**config.mk**
```make
export PLATFORM = sky130hd
export DESIGN_NAME = lsu
export DESIGN_NICKNAME = d
export VERILOG_FILES = /design/src/rtl/lsu_pkg.sv /design/src/rtl/lsu_align.sv /design/src/rtl/lsu.sv
export SDC_FILE = /design/constraint.sdc
export NUM_CORES = 1
export LEC_CHECK = 0
export ABC_AREA = 1
export ABC_CLOCK_PERIOD_IN_PS = 5610
export CORE_MARGIN = 10
export CORE_UTILIZATION = 35
export DETAILED_ROUTE_END_ITERATION = 16
export GPL_ROUTABILITY_DRIVEN = 0
export PLACE_DENSITY = 0.63
export SKIP_CTS_REPAIR_TIMING = 1
export SYNTH_ARGS = -nofsm -noshare
export SYNTH_HDL_FRONTEND = slang
export SYNTH_HIERARCHICAL = 1
export SYNTH_SLANG_ARGS = --single-unit
```
**constraint.sdc**
```tcl
create_clock -name clk -period 5.61 [get_ports clk]
set_input_delay 0.8415 -clock clk [delete_from_list [all_inputs] [get_ports clk]]
set_output_delay 0.8415 -clock clk [all_outputs]
set_load 0.01 [all_outputs]
```
**src/rtl/lsu_pkg.sv**
```systemverilog
// rtl/lsu_pkg.sv - opcode/funct3 constants and FSM state encoding shared by the lsu files
package lsu_pkg;

  localparam logic [6:0] OPCODE_LOAD  = 7'b0000011;
  localparam logic [6:0] OPCODE_STORE = 7'b0100011;

  localparam logic [2:0] FUNCT3_LB  = 3'b000;
  localparam logic [2:0] FUNCT3_LH  = 3'b001;
  localparam logic [2:0] FUNCT3_LW  = 3'b010;
  localparam logic [2:0] FUNCT3_LBU = 3'b100;
  localparam logic [2:0] FUNCT3_LHU = 3'b101;

  localparam logic [2:0] FUNCT3_SB = 3'b000;
  localparam logic [2:0] FUNCT3_SH = 3'b001;
  localparam logic [2:0] FUNCT3_SW = 3'b010;

  typedef enum logic [1:0] {
    ST_IDLE = 2'd0,
    ST_BUS  = 2'd1,
    ST_RESP = 2'd2
  } lsu_state_e;

endpackage

```
**src/rtl/lsu_align.sv**
```systemverilog
// rtl/lsu_align.sv - request decode, store lane steering/strobes and load extraction/extension
module lsu_align
  import lsu_pkg::*;
(
  input  logic [6:0]  opcode,
  input  logic [2:0]  funct3,
  input  logic [1:0]  addr_lo,
  input  logic [31:0] store_data,
  input  logic [2:0]  ld_funct3,
  input  logic [1:0]  ld_addr_lo,
  input  logic [31:0] rdata,
  output logic        is_load,
  output logic        err_illegal,
  output logic        err_misaligned,
  output logic [31:0] wdata,
  output logic [3:0]  wstrb,
  output logic [31:0] load_val
);
  logic        is_store;
  logic [31:0] byte_sh;
  logic [31:0] half_sh;

  always_comb begin
    is_load  = (opcode == OPCODE_LOAD);
    is_store = (opcode == OPCODE_STORE);
    err_illegal = 1'b1;
    if (is_load) begin
      case (funct3)
        FUNCT3_LB, FUNCT3_LH, FUNCT3_LW, FUNCT3_LBU, FUNCT3_LHU: err_illegal = 1'b0;
        default: err_illegal = 1'b1;
      endcase
    end else if (is_store) begin
      case (funct3)
        FUNCT3_SB, FUNCT3_SH, FUNCT3_SW: err_illegal = 1'b0;
        default: err_illegal = 1'b1;
      endcase
    end
    // funct3[1:0] encodes the access size for every legal load/store
    err_misaligned = !err_illegal &&
                     (((funct3[1:0] == 2'b01) && addr_lo[0]) ||
                      ((funct3[1:0] == 2'b10) && (addr_lo != 2'b00)));
  end

  always_comb begin
    wdata = 32'h0;
    wstrb = 4'b0000;
    if (is_store && !err_illegal) begin
      case (funct3)
        FUNCT3_SB: begin
          wdata = {4{store_data[7:0]}};
          wstrb = 4'b0001 << addr_lo;
        end
        FUNCT3_SH: begin
          wdata = {2{store_data[15:0]}};
          wstrb = 4'b0011 << {addr_lo[1], 1'b0};
        end
        default: begin
          wdata = store_data;
          wstrb = 4'b1111;
        end
      endcase
    end
  end

  always_comb begin
    byte_sh = rdata >> {ld_addr_lo, 3'b000};
    half_sh = rdata >> {ld_addr_lo[1], 4'b0000};
    case (ld_funct3)
      FUNCT3_LB:  load_val = {{24{byte_sh[7]}}, byte_sh[7:0]};
      FUNCT3_LH:  load_val = {{16{half_sh[15]}}, half_sh[15:0]};
      FUNCT3_LW:  load_val = rdata;
      FUNCT3_LBU: load_val = {24'h0, byte_sh[7:0]};
      FUNCT3_LHU: load_val = {16'h0, half_sh[15:0]};
      default:    load_val = 32'h0;
    endcase
  end

endmodule

```
**src/rtl/lsu.sv**
```systemverilog
// rtl/lsu.sv - RV32I load/store unit: request capture, single bus transaction, timeout, completion pulse
module lsu
  import lsu_pkg::*;
#(
  parameter int unsigned TIMEOUT_CYCLES = 255
) (
  input  logic        clk,
  input  logic        reset_n,
  input  logic        start,
  input  logic [31:0] instruction,
  input  logic [31:0] addr,
  input  logic [31:0] store_data,
  output logic        busy,
  output logic        done,
  output logic [31:0] load_data,
  output logic        err_misaligned,
  output logic        err_illegal,
  output logic        err_timeout,
  output logic        mem_valid,
  input  logic        mem_ready,
  output logic [31:0] mem_addr,
  output logic [31:0] mem_wdata,
  output logic [3:0]  mem_wstrb,
  input  logic [31:0] mem_rdata
);
  localparam logic [31:0] TMO = TIMEOUT_CYCLES;

  lsu_state_e  state_q, state_d;
  logic        is_load_q, is_load_d;
  logic [2:0]  funct3_q, funct3_d;
  logic [1:0]  addr_lo_q, addr_lo_d;
  logic [31:0] mem_addr_q, mem_addr_d;
  logic [31:0] wdata_q, wdata_d;
  logic [3:0]  wstrb_q, wstrb_d;
  logic [31:0] tmo_q, tmo_d;
  logic        busy_q, busy_d;
  logic        done_q, done_d;
  logic        mem_valid_q, mem_valid_d;
  logic [31:0] load_data_q, load_data_d;
  logic        err_mis_q, err_mis_d;
  logic        err_ill_q, err_ill_d;
  logic        err_tmo_q, err_tmo_d;

  logic        dec_is_load, dec_ill, dec_mis;
  logic [31:0] dec_wdata, ld_val;
  logic [3:0]  dec_wstrb;
  logic        handshake, tmo_hit;
  logic        unused_instr_bits;

  assign unused_instr_bits = ^{instruction[31:15], instruction[11:7]};

  lsu_align u_align (
    .opcode         (instruction[6:0]),
    .funct3         (instruction[14:12]),
    .addr_lo        (addr[1:0]),
    .store_data     (store_data),
    .ld_funct3      (funct3_q),
    .ld_addr_lo     (addr_lo_q),
    .rdata          (mem_rdata),
    .is_load        (dec_is_load),
    .err_illegal    (dec_ill),
    .err_misaligned (dec_mis),
    .wdata          (dec_wdata),
    .wstrb          (dec_wstrb),
    .load_val       (ld_val)
  );

  assign handshake = (state_q == ST_BUS) && mem_valid_q && mem_ready;
  assign tmo_hit   = (TMO != 32'd0) && ((tmo_q + 32'd1) == TMO);

  always_comb begin
    state_d     = state_q;
    is_load_d   = is_load_q;
    funct3_d    = funct3_q;
    addr_lo_d   = addr_lo_q;
    mem_addr_d  = mem_addr_q;
    wdata_d     = wdata_q;
    wstrb_d     = wstrb_q;
    tmo_d       = tmo_q;
    mem_valid_d = mem_valid_q;
    load_data_d = load_data_q;
    err_mis_d   = err_mis_q;
    err_ill_d   = err_ill_q;
    err_tmo_d   = err_tmo_q;
    done_d      = 1'b0;
    case (state_q)
      ST_IDLE: begin
        if (start) begin
          is_load_d  = dec_is_load;
          funct3_d   = instruction[14:12];
          addr_lo_d  = addr[1:0];
          mem_addr_d = {addr[31:2], 2'b00};
          wdata_d    = dec_wdata;
          wstrb_d    = dec_wstrb;
          tmo_d      = 32'd0;
          err_ill_d  = dec_ill;
          err_mis_d  = dec_mis;
          err_tmo_d  = 1'b0;
          if (dec_ill || dec_mis) begin
            state_d     = ST_RESP;
            done_d      = 1'b1;
            load_data_d = 32'h0;
          end else begin
            state_d     = ST_BUS;
            mem_valid_d = 1'b1;
          end
        end
      end
      ST_BUS: begin
        // a handshake on the timeout edge still counts as success
        if (handshake) begin
          state_d     = ST_RESP;
          mem_valid_d = 1'b0;
          done_d      = 1'b1;
          load_data_d = is_load_q ? ld_val : 32'h0;
        end else if (tmo_hit) begin
          state_d     = ST_RESP;
          mem_valid_d = 1'b0;
          done_d      = 1'b1;
          err_tmo_d   = 1'b1;
          load_data_d = 32'h0;
        end else begin
          tmo_d = tmo_q + 32'd1;
        end
      end
      default: begin
        state_d   = ST_IDLE;
        err_ill_d = 1'b0;
        err_mis_d = 1'b0;
        err_tmo_d = 1'b0;
      end
    endcase
    busy_d = (state_d != ST_IDLE);
  end

  always_ff @(posedge clk) begin
    if (!reset_n) begin
      state_q     <= ST_IDLE;
      is_load_q   <= 1'b0;
      funct3_q    <= 3'd0;
      addr_lo_q   <= 2'd0;
      mem_addr_q  <= 32'h0;
      wdata_q     <= 32'h0;
      wstrb_q     <= 4'h0;
      tmo_q       <= 32'd0;
      busy_q      <= 1'b0;
      done_q      <= 1'b0;
      mem_valid_q <= 1'b0;
      load_data_q <= 32'h0;
      err_mis_q   <= 1'b0;
      err_ill_q   <= 1'b0;
      err_tmo_q   <= 1'b0;
    end else begin
      state_q     <= state_d;
      is_load_q   <= is_load_d;
      funct3_q    <= funct3_d;
      addr_lo_q   <= addr_lo_d;
      mem_addr_q  <= mem_addr_d;
      wdata_q     <= wdata_d;
      wstrb_q     <= wstrb_d;
      tmo_q       <= tmo_d;
      busy_q      <= busy_d;
      done_q      <= done_d;
      mem_valid_q <= mem_valid_d;
      load_data_q <= load_data_d;
      err_mis_q   <= err_mis_d;
      err_ill_q   <= err_ill_d;
      err_tmo_q   <= err_tmo_d;
    end
  end

  assign busy           = busy_q;
  assign done           = done_q;
  assign load_data      = load_data_q;
  assign err_misaligned = err_mis_q;
  assign err_illegal    = err_ill_q;
  assign err_timeout    = err_tmo_q;
  assign mem_valid      = mem_valid_q;
  assign mem_addr       = mem_addr_q;
  assign mem_wdata      = wdata_q;
  assign mem_wstrb      = wstrb_q;

endmodule

```
==> out/summary.txt <==
global-route wire length before repair - 45300 µm
Clock Pin Slew Worst Setup and Hold Paths - 70 ps
CTS sink cnt - 144
Synth Area in XOR/XNOR - 0.00319
DRC Markers - 0
PwrDens - 266 mW/mm²
CTS Buffer Depth - 2
initial antenna violation count - 0
pins over their slew limit - 0
Yosys reg bits - 144
overall power - 2.94 mW
worst-path fanout max - 59
layout cells sized above 1 - 0.0574
R2R Setup Slk - 2280 ps
die width - 173 µm
clk_lat worst skew - 440 ps
All-Layer GR Usage - 0.182
row count - 56
sequential share of the synthesized area - 0.350
Syn Inst Count - 1355
CTS HTree Levels - 4
Post-Synth Adder-Cell Area - 0.00304
min Tclk post-route - 3420 ps
RSZ-0062 raised after global routing - no
largest net degree at the start of global routing - 87
Ports - 238
total CTS buffers - 17
most frequent cell after synthesis - nor2_1
Final TNS setup - 0 ps
Post-synth top cells - nor2_1 (355), nand2_1 (320), dfxtp_1 (144)
Post-Syn Area per Cell - 6.07 µm²
maximum clock rate - 292 MHz
placed cell area - 0.0105 mm²
status - finished, final reports clean
Starting Density - 0.353
Avg Vias per Cell - 4.80
Non-Filler Instances - 1851
WL final - 27900 µm
WS Path Type - in -> reg
hold depth - 2
die height - 173 µm
clock root buffer - clkbuf_16
top-area cell type share of the netlist area - 0.350
Worst Tran Pin Value - 1090 ps
routed len/inst - 15.1 µm
CTS tree - built
die area - 0.0300 mm²
# port buffers - 213
Hold Crit Class - reg -> reg
Hold Fails Final Rpt - 0
vias - 8892
Mapped Area - 0.00823 mm²
WHS Endpoint - mem_wdata[7]
vias in the first global route - 8497
setup violators final - 0
maxcap violations - 0
nets - 1653
Final HPWL DP - 20000 µm
Antenna Violating Nets Remaining - 0
post-synthesis simple-gate area fraction - 0.410
diode count - 0
slew margin rel. - 0.273
Starting DRT DRC Count - 561
Lkg Pwr - 4.69 nW
CP Capture Type - flip-flop
worst IR drop on VDD - 0.000208 V
total global routing overflow - 0
Critical Path RT - 5930 ps
reg-to-reg endpoint - load_data[14]
Worst setup SP type - primary input
multiplexer share of the synthesized area - 0
Yosys cell types - 35
hold wc startpoint - mem_wdata[7]
Layout area overhead - 34.5%
Post-synth ARST share - 0
core area - 0.0233 mm²
Main synth FF type - dfxtp_1
number of instances in the placed design - 1819
post-synthesis compound-gate area fraction - 0.142
number of flops mapped to enable cells by yosys - 0
critical path arrival - 3740 ps
First-pass DRT Iterations - 5
R2R cell count - 17
final worst-path cycle share - 0.610
largest family of logic cells by synthesized area - simple AND/OR/NAND/NOR gates
Area contributors post-synth - dfxtp_1 (35%), nor2_1 (16%), nand2_1 (15%), o21ai_0 (7.5%), nand3_1 (4.4%)
Synth warnings - 6
post-route cell area - 0.0111 mm²
Yosys top cell by area - dfxtp_1
Clock Skew - 15.2 ps
R2R Path Start - tmo_q[1]
## critical path, stage by stage
cell             delay, ps
clkdlybuf4s50_1        770
a21oi_1                290
nand3_1                140
a21oi_1                270
nor2_1                 170
a21oi_4                160
buf_4                  520
nand2_1                320
nor2_1                 170
nor2_1                  60
## where the power goes
| part | total [mW] | internal [mW] | leakage (nW) | switching, mW |
|---|---|---|---|---|
| clock | 1.21 | 0.681 | 0.304 | 0.532 |
| sequential | 1.15 | 1.09 | 1.19 | 0.0561 |
| combinational | 0.576 | 0.264 | 3.20 | 0.312 |
| total | 2.94 | 2.04 | 4.69 | 0.900 |
## cells in the final DEF (no fill, tap or decap), drive strengths merged
cell           instances
nor2                 368
nand2                329
clkdlybuf4s50        212
dfxtp                144
o21ai                127
inv                  107
a21oi                 81
nand3                 75
clkbuf                17
nand4                 15
nand3b                14
o211ai                 9
buf                    8
or2                    6
clkinv                 5
xnor2                  2
o21bai                 2
a22oi                  2
ha                     2
conb                   2
bufinv                 2
and2                   1
xor2                   1
nor4                   1
## through the flow
| step | utilization | setup WS, ps | hold slack (ps) |
|---|---|---|---|
| after CTS | 0.474 | 2180 | 484 |
| after global routing | 0.474 | 1940 | 506 |
| after floorplan | - | 2960 | 449 |
| final | 0.474 | 2190 | 478 |
| after global placement | 0.448 | 1760 | 459 |
| after detailed placement | 0.448 | 1740 | 469 |
## kinds of logic after synthesis
family / Yosys count
AOI/OAI and AO/OA: 221
xor gates and xnor gates: 3
adders and majority gates: 2
buffers and inverters: 175
DFF: 144
other: 1
and+or+nand+nor: 809
## routing by layer
layer	wire length, µm	track usage	vias up
li1	-	-	4619
met3	2760	0.0769	34
met5	0	0	-
met4	635	0.0614	0
met2	12200	0.282	257
met1	12400	0.222	3982
## cell type report
type	instances	area, µm²
multi-input combinational	1037	4610
clock inverter	15	191
sequential	144	2880
tap	319	399
fill	2461	12300
clock buffer	17	425
timing repair buffer	220	2180
inverter	99	372
## worst max-delay path by stage
stage | startpoint | endpoint | slack [ps] | depth (start not counted)
global route | instruction[12] | load_data[25] | 1940 | 11
global placement | instruction[12] | load_data[12] | 1760 | 11
floorplan | instruction[2] | load_data[10] | 2960 | 12
detailed placement | instruction[12] | load_data[25] | 1740 | 10
CTS | instruction[12] | load_data[25] | 2180 | 10
finish | instruction[12] | load_data[14] | 2190 | 10
## state kept, by name (all words and copies together) (netlist names)
| name | flops |
|---|---|
| state_q | 2 |
| err_illegal | 1 |
| tmo_q | 32 |
| mem_valid | 1 |
| load_data | 32 |
| mem_wdata | 32 |
| mem_wstrb | 4 |
| done | 1 |
| busy | 1 |
| mem_addr | 30 |
| err_misaligned | 1 |
| addr_lo_q | 2 |
| is_load_q | 1 |
| funct3_q | 3 |
| err_timeout | 1 |
(Power assumes the default switching activity.)
